**src/rtl/top_job_arbiter.sv**
```systemverilog
// Round-robin job arbiter that sequences REQ_CNT requesters onto one serial accumulate engine.
// Optional WAIT-state timeout is compiled in with `define ARB_TIMEOUT_EN.
module top_job_arbiter #(
  parameter int REQ_CNT  = 4,
  parameter int RES_SIZE = 32,
  parameter int IN_SIZE  = 8,
  parameter int ACC_SIZE = 3,
  parameter int TIMEOUT  = 64
) (
  input  logic                        clk,
  input  logic                        rst,
  input  logic [REQ_CNT-1:0]          req,
  input  logic [REQ_CNT*ACC_SIZE-1:0] n_i,
  input  logic [REQ_CNT*IN_SIZE-1:0]  x_i,
  output logic [REQ_CNT-1:0]          gnt,
  output logic                        x_rd,
  output logic                        done,
  output logic [RES_SIZE-1:0]         res_o,
  output logic                        res_err,
  output logic                        res_ovf,
  output logic                        res_tmo,
  output logic                        busy,
  output logic                        eng_start,
  output logic [ACC_SIZE-1:0]         eng_n,
  output logic [IN_SIZE-1:0]          eng_x,
  input  logic                        eng_ready,
  input  logic                        eng_valid,
  input  logic                        eng_error,
  input  logic                        eng_overflow,
  input  logic [RES_SIZE-1:0]         eng_result
);
  localparam int PW = (REQ_CNT > 1) ? $clog2(REQ_CNT) : 1;

  typedef enum logic [2:0] {S_IDLE, S_GRANT, S_FEED, S_WAIT, S_DONE} state_t;

  state_t                state_q;
  logic [PW-1:0]         ptr_q, win_q;
  logic [ACC_SIZE-1:0]   n_q, cnt_q;
  logic [REQ_CNT-1:0]    gnt_q;
  logic                  done_q, err_q, ovf_q;
  logic [RES_SIZE-1:0]   res_q;

  logic [REQ_CNT-1:0][ACC_SIZE-1:0] n_arr;
  logic [REQ_CNT-1:0][IN_SIZE-1:0]  x_arr;
  assign n_arr = n_i;
  assign x_arr = x_i;

  // Rotating priority scan: first set request at or after ptr, wrapping.
  logic [PW:0]   rr_idx;
  logic [PW-1:0] pick;
  logic          found;
  always_comb begin
    rr_idx = '0;
    pick   = '0;
    found  = 1'b0;
    for (int i = 0; i < REQ_CNT; i++) begin
      rr_idx = {1'b0, ptr_q} + (PW+1)'(i);
      if (rr_idx >= (PW+1)'(REQ_CNT)) rr_idx = rr_idx - (PW+1)'(REQ_CNT);
      if (!found && req[rr_idx[PW-1:0]]) begin
        found = 1'b1;
        pick  = rr_idx[PW-1:0];
      end
    end
  end

  assign eng_start = (state_q == S_GRANT) && eng_ready;
  assign x_rd      = (state_q == S_FEED);
  assign eng_x     = x_rd ? x_arr[win_q] : '0;
  assign eng_n     = (state_q == S_GRANT || state_q == S_FEED || state_q == S_WAIT) ? n_q : '0;
  assign busy      = (state_q != S_IDLE);
  assign gnt       = gnt_q;
  assign done      = done_q;
  assign res_o     = res_q;
  assign res_err   = err_q;
  assign res_ovf   = ovf_q;

`ifdef ARB_TIMEOUT_EN
  localparam int TW = (TIMEOUT > 1) ? $clog2(TIMEOUT) : 1;
  logic [TW-1:0] tcnt_q;
  logic          tmo_q;
  assign res_tmo = tmo_q;
`else
  assign res_tmo = 1'b0;
`endif

  always_ff @(posedge clk or negedge rst) begin
    if (!rst) begin
      state_q <= S_IDLE;
      ptr_q   <= '0;
      win_q   <= '0;
      n_q     <= '0;
      cnt_q   <= '0;
      gnt_q   <= '0;
      done_q  <= 1'b0;
      res_q   <= '0;
      err_q   <= 1'b0;
      ovf_q   <= 1'b0;
`ifdef ARB_TIMEOUT_EN
      tcnt_q  <= '0;
      tmo_q   <= 1'b0;
`endif
    end else begin
      done_q <= 1'b0;
      case (state_q)
        S_IDLE: begin
          if (found) begin
            win_q   <= pick;
            n_q     <= n_arr[pick];
            gnt_q   <= REQ_CNT'(1) << pick;
            state_q <= S_GRANT;
          end
        end
        S_GRANT: begin
          if (eng_ready) begin
            cnt_q   <= '0;
            state_q <= S_FEED;
          end
        end
        S_FEED: begin
          cnt_q <= cnt_q + 1'b1;
          if (eng_error) begin
            res_q   <= '0;
            err_q   <= 1'b1;
            ovf_q   <= 1'b0;
`ifdef ARB_TIMEOUT_EN
            tmo_q   <= 1'b0;
`endif
            done_q  <= 1'b1;
            state_q <= S_DONE;
          end else if (cnt_q == n_q) begin
`ifdef ARB_TIMEOUT_EN
            tcnt_q  <= '0;
`endif
            state_q <= S_WAIT;
          end
        end
        S_WAIT: begin
          if (eng_valid) begin
            res_q   <= eng_result;
            err_q   <= eng_error;
            ovf_q   <= eng_overflow;
`ifdef ARB_TIMEOUT_EN
            tmo_q   <= 1'b0;
`endif
            done_q  <= 1'b1;
            state_q <= S_DONE;
          end else if (eng_error) begin
            res_q   <= '0;
            err_q   <= 1'b1;
            ovf_q   <= 1'b0;
`ifdef ARB_TIMEOUT_EN
            tmo_q   <= 1'b0;
`endif
            done_q  <= 1'b1;
            state_q <= S_DONE;
          end
`ifdef ARB_TIMEOUT_EN
          // TIMEOUT-th WAIT cycle with nothing from the engine ends the job.
          else if (tcnt_q == TW'(TIMEOUT - 1)) begin
            res_q   <= '0;
            err_q   <= 1'b1;
            ovf_q   <= 1'b0;
            tmo_q   <= 1'b1;
            done_q  <= 1'b1;
            state_q <= S_DONE;
          end else begin
            tcnt_q  <= tcnt_q + 1'b1;
          end
`endif
        end
        S_DONE: begin
          ptr_q   <= (win_q == PW'(REQ_CNT - 1)) ? '0 : win_q + 1'b1;
          gnt_q   <= '0;
          state_q <= S_IDLE;
        end
        default: state_q <= S_IDLE;
      endcase
    end
  end
endmodule

```
**config.mk**
```make
export PLATFORM = sky130hd
export DESIGN_NAME = top_job_arbiter
export DESIGN_NICKNAME = d
export VERILOG_FILES = /design/src/rtl/top_job_arbiter.sv
export SDC_FILE = /design/constraint.sdc
export NUM_CORES = 1
export LEC_CHECK = 0
export CORE_MARGIN = 5
export CORE_UTILIZATION = 59
export CTS_CLUSTER_DIAMETER = 60
export CTS_CLUSTER_SIZE = 25
export DETAILED_ROUTE_END_ITERATION = 7
export DONT_BUFFER_PORTS = 1
export PLACE_DENSITY = 0.75
export REMOVE_ABC_BUFFERS = 1
export SYNTH_ARGS = -nofsm -noshare
export SYNTH_HDL_FRONTEND = slang
export SYNTH_SLANG_ARGS = --single-unit
```
**constraint.sdc**
```tcl
create_clock -name clk -period 4.4 [get_ports clk]
set_input_delay 0.22 -clock clk [delete_from_list [all_inputs] [get_ports clk]]
set_output_delay 0.22 -clock clk [all_outputs]
set_load 0.01 [all_outputs]
```
==> results.json, run 1 <==
{
  "crit_chain": "nor2b_1 > buf_4 > nor2b_1 > and2_1",
  "grt_pass1_wl_mm": 9.64,
  "cts_sinks": 52,
  "fin_cells": 291,
  "postPlaceCellArea_mm2": 0.00259,
  "holdPathEnd": "res_o[9]$_DFFE_PN0P_",
  "grtUsageTotal_pct": 20.2,
  "p_leak_nw": 1.21,
  "gp_congestion": 0.856,
  "wirelength_mm": 5.87,
  "via_count": 1877,
  "powerDensity_mw_per_mm2": 683,
  "finalHoldViolCount": 0,
  "overflow": 0,
  "reg2regPathDepth": 6,
  "synth-edff-count": 0,
  "rr_startpoint": "state_q[1]$_DFFE_PN0P_",
  "rsz0062_at_grt": "no",
  "avgSynthCellArea_um2": 10.6,
  "syn-cell-area_mm2": 0.00260,
  "slew_headroom_pct": 44.2,
  "post-route-period-util_pct": 53.4,
  "route.detailed.drc": 0,
  "first_global_vias": 1891,
  "nNetsFinal": 326,
  "post-route-util_pct": 62.9,
  "setup_tns_ns": 0,
  "design_area_mm2": 0.00272,
  "cts_resized": 0,
  "ys.flop_type": "dfrtp_1",
  "worstHoldStart": "eng_result[9]",
  "fill_cells": 344,
  "cts_tree": "done",
  "ant_nets": 0,
  "clk_pin_slew_ns": 0.09,
  "setup_violations": 0,
  "htreeDepth": 2,
  "grt_max_degree": 53,
  "wire_per_inst_um": 20.2,
  "final.setup_skew_ns": 0.00636,
  "ys_warn_count": 0,
  "antenna_found_initial": 0,
  "required_ns": 4.18,
  "async_flop_share_pct": 100,
  "tightest_slew_ns": 0.837,
  "syn_to_final_growth_pct": 4.47,
  "cpMostUsedCell": "nor2b_1",
  "rows": 24,
  "dieWidth_um": 76.4,
  "r2r_slack_ns": 2.14,
  "drt_pass1_iterations": 4,
  "clkLatencyLatePin_ns": 0.29,
  "status": "complete, no violations",
  "clk_path_buf_depth": 2,
  "max_freq_ghz": 0.425,
  "worstSetupPathType": "reg2out",
  "start_kind": "flop",
  "ys_ff_latch": 52,
  "synth-seq-area-share_pct": 50.0,
  "period_minus_slack_ns": 2.35,
  "vdd_drop_max_mv": 0.394,
  "first_iter_violations": 118,
  "dp_hpwl_mm": 4.38,
  "slew_viol_final": 0,
  "synthCells": 246,
  "r2r_end": "res_ovf$_DFFE_PN0P_",
  "holdCritPathClass": "in2reg",
  "dpl.cell_count": 281,
  "max-cap-violations": 0,
  "critPathSlowestCell": "nor2b_1",
  "start_util_pct": 60.2,
  "cts_buffers": 5,
  "num_antenna_cells": 0,
  "netlist-cell-type-count": 42,
  "dieArea_mm2": 0.00584,
  "endpoint_kind": "primary output",
  "drive_gt1_share_pct": 10.9,
  "io_buffer_count": 0,
  "slowest_delay_ns": 0.67,
  "p_total_mw": 1.86,
  "cp.arrival_ns": 2.13,
  "die_h_um": 76.4,
  "holdPathStages": 1,
  "core_area_mm2": 0.00432,
  "crit_fanout": 21,
  "ios": 140,
  "vias_per_cell": 6.45,
  "root_buffer": "clkbuf_8"
}
-- cell usage after synthesis (all sizes together) (3+ instances only) --
cell type   n  share of area (%)
a211o       3                1.0
a21oi      23                4.6
a22o       19                6.4
a32oi       3                1.0
and2        9                2.2
buf         8                2.1
clkbuf     11                1.6
dfrtp      52                 50
inv         3               0.43
mux2        3                1.3
mux4        8                6.9
nand2       7                1.0
nand3       5               0.96
nand4       6                1.4
nor2       30                4.3
nor2b       3               0.72
nor3b       3               0.86
o21ai      17                3.3
o31ai       3               0.86
or2         3               0.72
or3         3               0.91
xor2        4                1.3
-- area by class of cell --
| class | count | area, um^2 | area share [%] |
|---|---|---|---|
| repair buffers | 4 | 52.6 | 1.93 |
| inverters | 3 | 11.3 | 0.414 |
| clock inverters | 1 | 7.51 | 0.276 |
| flip-flops and latches | 52 | 1300 | 47.8 |
| multi-input cells | 172 | 1200 | 44.0 |
| well taps | 52 | 65.1 | 2.39 |
| clock buffers | 7 | 86.3 | 3.17 |
-- state kept, by name, indices dropped and copies added, names as in the netlist --
name / flops
res_err: 1
state_q: 3
n_q: 3
ptr_q: 2
done: 1
res_ovf: 1
res_o: 32
gnt: 4
win_q: 2
cnt_q: 3
-- what timing repair did --
item | CTS | global route
setup buffers | 0 | 0
hold buffers | 2 | 0
endpoints found under the hold margin | 52 | 0
-- cells in the final DEF (no fill, tap or decap), types with 4 or more instances in the layout --
master	count
a21oi_1	22
a22o_1	19
and2_1	9
clkbuf_8	6
dfrtp_1	52
mux4_2	8
nand2_1	7
nand3_1	5
nand4_1	6
nor2_1	30
o21ai_0	16
xor2_1	4
-- worst max-delay path: cells and delay by family, from the launching register on --
kind                   cells  cell delay [ns]
AND/OR/NAND/NOR            3             1.12
flip-flops                 1             0.47
buffers and inverters      1             0.25
-- worst max-delay path by stage --
stage / startpoint / endpoint / slack (ns)
final: state_q[1]$_DFFE_PN0P_ / eng_x[1] / 2.05
after CTS: state_q[1]$_DFFE_PN0P_ / eng_x[1] / 2.02
after global placement: state_q[1]$_DFFE_PN0P_ / res_o[26]$_DFFE_PN0P_ / 2.31
after floorplan: state_q[1]$_DFFE_PN0P_ / res_o[0]$_DFFE_PN0P_ / 1.75
after detailed placement: state_q[1]$_DFFE_PN0P_ / res_ovf$_DFFE_PN0P_ / 2.22
after global routing: state_q[1]$_DFFE_PN0P_ / eng_x[7] / 1.72
-- stage by stage --
stage,setup slack (ns),hold WS [ns]
2_1_floorplan,1.75,-0.0756
3_3_place_gp,2.31,-0.0729
3_5_place_dp,2.22,-0.0734
4_1_cts,2.02,0.0528
5_1_grt,1.72,0.0303
6_report,2.05,0.0616
-- report_power, final --
group	leakage [nW]	internal (mW)	switching (mW)	total [mW]
clock	0.0445	0.128	0.140	0.268
sequential	0.670	0.675	0.265	0.939
combinational	0.496	0.307	0.342	0.650
-- logic make-up (layout without fill, tap and decap cells) --
group	Yosys count	after routing	share of synthesized area (%)
buffers and inverters	22	15	4.08
AND/OR/NAND/NOR	78	78	15.7
multiplexers	12	12	8.60
other	1	1	0.144
AO/OA/AOI/OAI	75	75	19.2
XOR/XNOR	4	4	1.35
adder cells (fa/ha/maj)	2	2	0.961
flip-flops	52	52	50.0
-- metal layers --
layer,vias up,GRT usage (%),routed length (um)
li1,881,-,-
met1,902,26.0,2310
met2,88,31.1,2900
met3,6,9.69,605
met4,0,4.20,57
met5,-,0,0
No activity file was read; power rests on OpenSTA's default activity.
==> inputs of run 2 (changes only) <==
==> constraint.sdc (replaced) <==
create_clock -name clk -period 2.25 [get_ports clk]
set_input_delay 0.1125 -clock clk [delete_from_list [all_inputs] [get_ports clk]]
set_output_delay 0.1125 -clock clk [all_outputs]
set_load 0.01 [all_outputs]
==> results.json, run 2 (same netlist as run 1, synthesis figures left out) <==
{
  "max-cap-violations": 0,
  "num_antenna_cells": 0,
  "setup_violations": 0,
  "post-route-period-util_pct": 89.2,
  "fin_cells": 324,
  "core_area_mm2": 0.00432,
  "status": "complete, no violations",
  "met3_usage_pct": 7.68,
  "syn_to_final_growth_pct": 17.0,
  "die_h_um": 76.4,
  "layout_setup_ws_ns": 0.242,
  "p_leak_nw": 1.37,
  "final_cell_mix": "52 x dfrtp_1, 30 x nor2_1, 26 x dlygate4sd3_1, 22 x a21oi_1, 19 x a22o_1",
  "p_comb_share_pct": 37.3,
  "cts_sinks": 52,
  "overflow": 0,
  "slowest_delay_ns": 0.38,
  "cts_buffers": 5,
  "clkLatencyLatePin_ns": 0.29,
  "start_util_pct": 60.2,
  "first_iter_violations": 166,
  "grt_pass1_wl_mm": 10.6,
  "crit_fanout": 13,
  "largest_reg_flops": 32,
  "met1_usage_pct": 26.3,
  "gp_congestion": 0.913,
  "drt_pass1_iterations": 4,
  "worstSetupPathType": "reg2out",
  "max_freq_ghz": 0.498,
  "slew_headroom_pct": 44.1,
  "required_ns": 2.14,
  "clk_pin_slew_ns": 0.09,
  "grtUsageTotal_pct": 22.2,
  "endpoint_kind": "primary output",
  "rsz0062_at_grt": "no",
  "nNetsFinal": 359,
  "critPathSlowestCell": "dfrtp_1",
  "clk_path_buf_depth": 2,
  "final.setup_skew_ns": 0.00853,
  "dieArea_mm2": 0.00584,
  "pre_cts_slack_ns": 0.378,
  "root_buffer": "clkbuf_8",
  "p_seq_share_pct": 46.9,
  "powerDensity_mw_per_mm2": 1270,
  "via_count": 2068,
  "ios": 140,
  "p_total_mw": 3.87,
  "vias_per_cell": 6.38,
  "cp_top_family": "simple AND/OR/NAND/NOR gates",
  "grt_max_degree": 53,
  "grt-busiest-layer": "met2",
  "first_global_vias": 2095,
  "vdd_drop_max_mv": 0.744,
  "swShare_pct": 39.3,
  "tightest_slew_ns": 0.839,
  "wirelength_mm": 6.61,
  "period_minus_slack_ns": 2.01,
  "holdCritPathClass": "in2reg",
  "cts_tree": "done",
  "power_frac_clock_pct": 15.8,
  "dpl.cell_count": 289,
  "post_cts_buffers": 0,
  "crit_chain": "buf_4 > nor2b_1 > buf_4 > nor2b_2 > buf_4 > and2_1",
  "grt_use_met2_pct": 37.8,
  "dieWidth_um": 76.4,
  "cp.arrival_ns": 1.90,
  "switchingPower_mw": 1.52,
  "rows": 24,
  "wire_per_inst_um": 20.4,
  "finalHoldViolCount": 0,
  "slew_viol_final": 0,
  "layout_commonest_cell": "dfrtp_1",
  "drive_gt1_share_pct": 12.9,
  "io_buffer_count": 0,
  "start_kind": "flop",
  "antenna_found_initial": 0,
  "critical_path_buf_inv_count": 3,
  "r2r_slack_ns": 0.33,
  "dp_hpwl_mm": 4.73,
  "htreeDepth": 2,
  "p_int_mw": 2.35,
  "route.detailed.drc": 0,
  "ant_nets": 0,
  "cpMostUsedCell": "buf_4"
}
run 2: layer usage:
metal  vias to the layer above  part of all wire, %
met5                         -                    0
met4                         0                  2.5
met3                        17                  8.4
met2                        96                   52
met1                      1006                   37
li1                        949                    -
run 2: path summary, 6_finish.rpt:
| check | start | end | depth (start not counted) |
|---|---|---|---|
| setup / recovery | state_q[2]$_DFFE_PN0P_ | eng_x[3] | 6 |
| hold / removal | eng_valid | state_q[1]$_DFFE_PN0P_ | 3 |
| setup reg to reg | state_q[1]$_DFFE_PN0P_ | n_q[1]$_DFFE_PN0P_ | 5 |
| hold reg to reg | n_q[0]$_DFFE_PN0P_ | n_q[0]$_DFFE_PN0P_ | 2 |
| max in group asynchronous | rst | n_q[1]$_DFFE_PN0P_ | 2 |
| min in group asynchronous | rst | state_q[0]$_DFFE_PN0P_ | 2 |
run 2: cell type report:
| cell class | instances | area (um^2) |
|---|---|---|
| clock inverters | 2 | 35.0 |
| clock buffers | 6 | 72.6 |
| fillers | 334 | 1280 |
| multi-input cells | 172 | 1200 |
| inverters | 3 | 11.3 |
| flip-flops and latches | 52 | 1300 |
| repair buffers | 37 | 363 |
| well taps | 52 | 65.1 |
run 2: power groups by stage:
stage	combinational [mW]	sequential, mW	clock [mW]
2_1_floorplan	1.04	1.75	0
3_3_place_gp	1.33	1.83	0
3_5_place_dp	1.38	1.83	0
4_1_cts	1.44	1.82	0.626
5_1_grt	1.62	1.88	0.671
6_report	1.45	1.82	0.610
run 2: worst reg2reg max path, stage by stage (launching register included):
cell and delay, ns:
dfrtp_1 0.46, or3_4 0.40, or2_1 0.39, nor3_4 0.35
a32oi_1 0.15, nand3_1 0.10
run 2: through the flow:
| step | utilization (%) | hold WS (ns) | setup TNS (ns) | area (um^2) |
|---|---|---|---|---|
| 5_1_grt | 70.5 | 0.0142 | 0 | 3050 |
| 3_3_place_gp | 61.3 | -0.181 | 0 | 2650 |
| 4_1_cts | 70.4 | 0.0122 | 0 | 3040 |
| 2_1_floorplan | - | -0.183 | -9.02 | 2510 |
| 6_report | 70.5 | 0.0138 | 0 | 3050 |
| 3_5_place_dp | 61.3 | -0.180 | 0 | 2650 |
run 2: timing repair:
item                                    CTS  global route
hold buffers                             27             0
endpoints found under the setup margin    0             7
resized for setup                         0             1
endpoints found under the hold margin    74             0
==> inputs of run 3 (changes only) <==
--- a/config.mk
+++ b/config.mk
@@ -12,7 +12,6 @@
 export DETAILED_ROUTE_END_ITERATION = 7
 export DONT_BUFFER_PORTS = 1
 export PLACE_DENSITY = 0.75
-export REMOVE_ABC_BUFFERS = 1
 export SYNTH_ARGS = -nofsm -noshare
 export SYNTH_HDL_FRONTEND = slang
 export SYNTH_SLANG_ARGS = --single-unit
==> results.json, run 3 (same netlist as run 1, synthesis figures left out) <==
{
  "syn_to_final_growth_pct": 16.3,
  "rsz0062_at_grt": "no",
  "endpoint_kind": "flop",
  "tightest_slew_ns": 0.780,
  "layout_commonest_cell": "dfrtp_1",
  "vias_per_cell": 6.24,
  "htreeDepth": 2,
  "holdCritPathClass": "in2reg",
  "first_global_vias": 2124,
  "largest_reg_flops": 32,
  "critPathSlowestCell": "dfrtp_1",
  "clkLatencyLatePin_ns": 0.30,
  "nNetsFinal": 358,
  "route.detailed.drc": 0,
  "setup_tns_ns": 0,
  "finalHoldViolCount": 0,
  "ios": 140,
  "wirelength_mm": 6.57,
  "slowest_delay_ns": 0.48,
  "vdd_drop_max_mv": 0.585,
  "design_area_mm2": 0.00303,
  "final.setup_skew_ns": 0.0103,
  "p_leak_nw": 1.35,
  "overflow": 0,
  "ant_nets": 0,
  "period_minus_slack_ns": 1.91,
  "first_iter_violations": 146,
  "final_cell_mix": "52 x dfrtp_1, 30 x nor2_1, 27 x dlygate4sd3_1, 22 x a21oi_1, 19 x a22o_1",
  "synth_nets": 334,
  "post_cts_buffers": 0,
  "worstSetupPathType": "reg2reg",
  "wl_met3_um": 625,
  "wire_per_inst_um": 20.4,
  "dieWidth_um": 76.4,
  "grt_max_degree": 53,
  "drive_gt1_share_pct": 12.2,
  "dp_hpwl_mm": 4.50,
  "cts_sinks": 52,
  "slew_headroom_pct": 48.0,
  "cts_buffers": 5,
  "powerDensity_mw_per_mm2": 1260,
  "cts_resized": 0,
  "dieArea_mm2": 0.00584,
  "cts_tree": "done",
  "cp.arrival_ns": 2.15,
  "crit_chain": "or3_4 > or2_1 > nor3_4 > a22oi_1 > nor2_1",
  "grt_pass1_wl_mm": 10.9,
  "root_buffer": "clkbuf_8",
  "topRoutingLayerUsed": "met4",
  "rows": 24,
  "status": "complete, no violations",
  "max-cap-violations": 0,
  "required_ns": 2.49,
  "num_antenna_cells": 0,
  "postPlaceCellArea_mm2": 0.00263,
  "crit_fanout": 9,
  "post-route-util_pct": 70.1,
  "p_total_mw": 3.81,
  "slew_viol_final": 0,
  "max_freq_ghz": 0.523,
  "wl_met2_mm": 3.35,
  "clk_path_buf_depth": 2,
  "fill_cells": 342,
  "clk_pin_slew_ns": 0.10,
  "core_area_mm2": 0.00432,
  "gp_congestion": 0.829,
  "start_util_pct": 60.2,
  "wl_met1_mm": 2.55,
  "antenna_found_initial": 0,
  "setup_violations": 0,
  "via_count": 2017,
  "cts_hold_buf": 28,
  "post-route-period-util_pct": 85.0,
  "die_h_um": 76.4,
  "drt_pass1_iterations": 4,
  "io_buffer_count": 0,
  "start_kind": "flop",
  "grtUsageTotal_pct": 22.7
}
==> run 3: final cells by class <==
type	instances	area [um^2]	area share, %
multi-input combinational	172	1200	39.5
inverter	3	11.3	0.372
timing repair buffer	36	358	11.8
tap	52	65.1	2.15
clock buffer	6	82.6	2.73
sequential	52	1300	43.0
clock inverter	2	15.0	0.496
==> run 3: final timing paths <==
| path | endpoint | cells past startpoint | from | slack (ns) |
|---|---|---|---|---|
| hold / removal | res_o[25]$_DFFE_PN0P_ | 2 | eng_result[25] | 0.04 |
| setup / recovery | gnt[3]$_DFFE_PN0P_ | 5 | state_q[2]$_DFFE_PN0P_ | 0.34 |
| min in group asynchronous | gnt[0]$_DFFE_PN0P_ | 2 | rst | 0.31 |
| max in group asynchronous | res_o[27]$_DFFE_PN0P_ | 2 | rst | 1.70 |
| hold reg to reg | cnt_q[1]$_DFFE_PN0P_ | 1 | cnt_q[1]$_DFFE_PN0P_ | 0.56 |
| setup reg to reg | gnt[3]$_DFFE_PN0P_ | 5 | state_q[2]$_DFFE_PN0P_ | 0.34 |
==> run 3: metrics by stage <==
| stage | hold WS (ns) | setup WS (ns) | std cells |
|---|---|---|---|
| 3_5_place_dp | -0.182 | 0.344 | 287 |
| 6_report | 0.0360 | 0.337 | 323 |
| 4_1_cts | 0.0273 | 0.332 | 323 |
| 3_3_place_gp | -0.182 | 0.409 | 287 |
| 5_1_grt | 0.0358 | 0.132 | 323 |
| 2_1_floorplan | -0.183 | 0.439 | 246 |
==> run 3: layer usage <==
metal	track usage [%]	vias to the layer above
li1	-	942
met3	8.51	6
met2	36.9	98
met4	5.07	0
met1	29.0	971
met5	0	-
==> run 3: report_power, final <==
part	internal, mW	total [mW]	switching (mW)
Sequential	1.32	1.84	0.522
Combinational	0.691	1.41	0.721
Clock	0.249	0.557	0.308
==> run 3: critical path, delay by kind of cell, from the launching register on <==
| kind | cells | cell delay (ns) |
|---|---|---|
| simple gates | 4 | 1.26 |
| flops | 1 | 0.48 |
| compound gates | 1 | 0.11 |
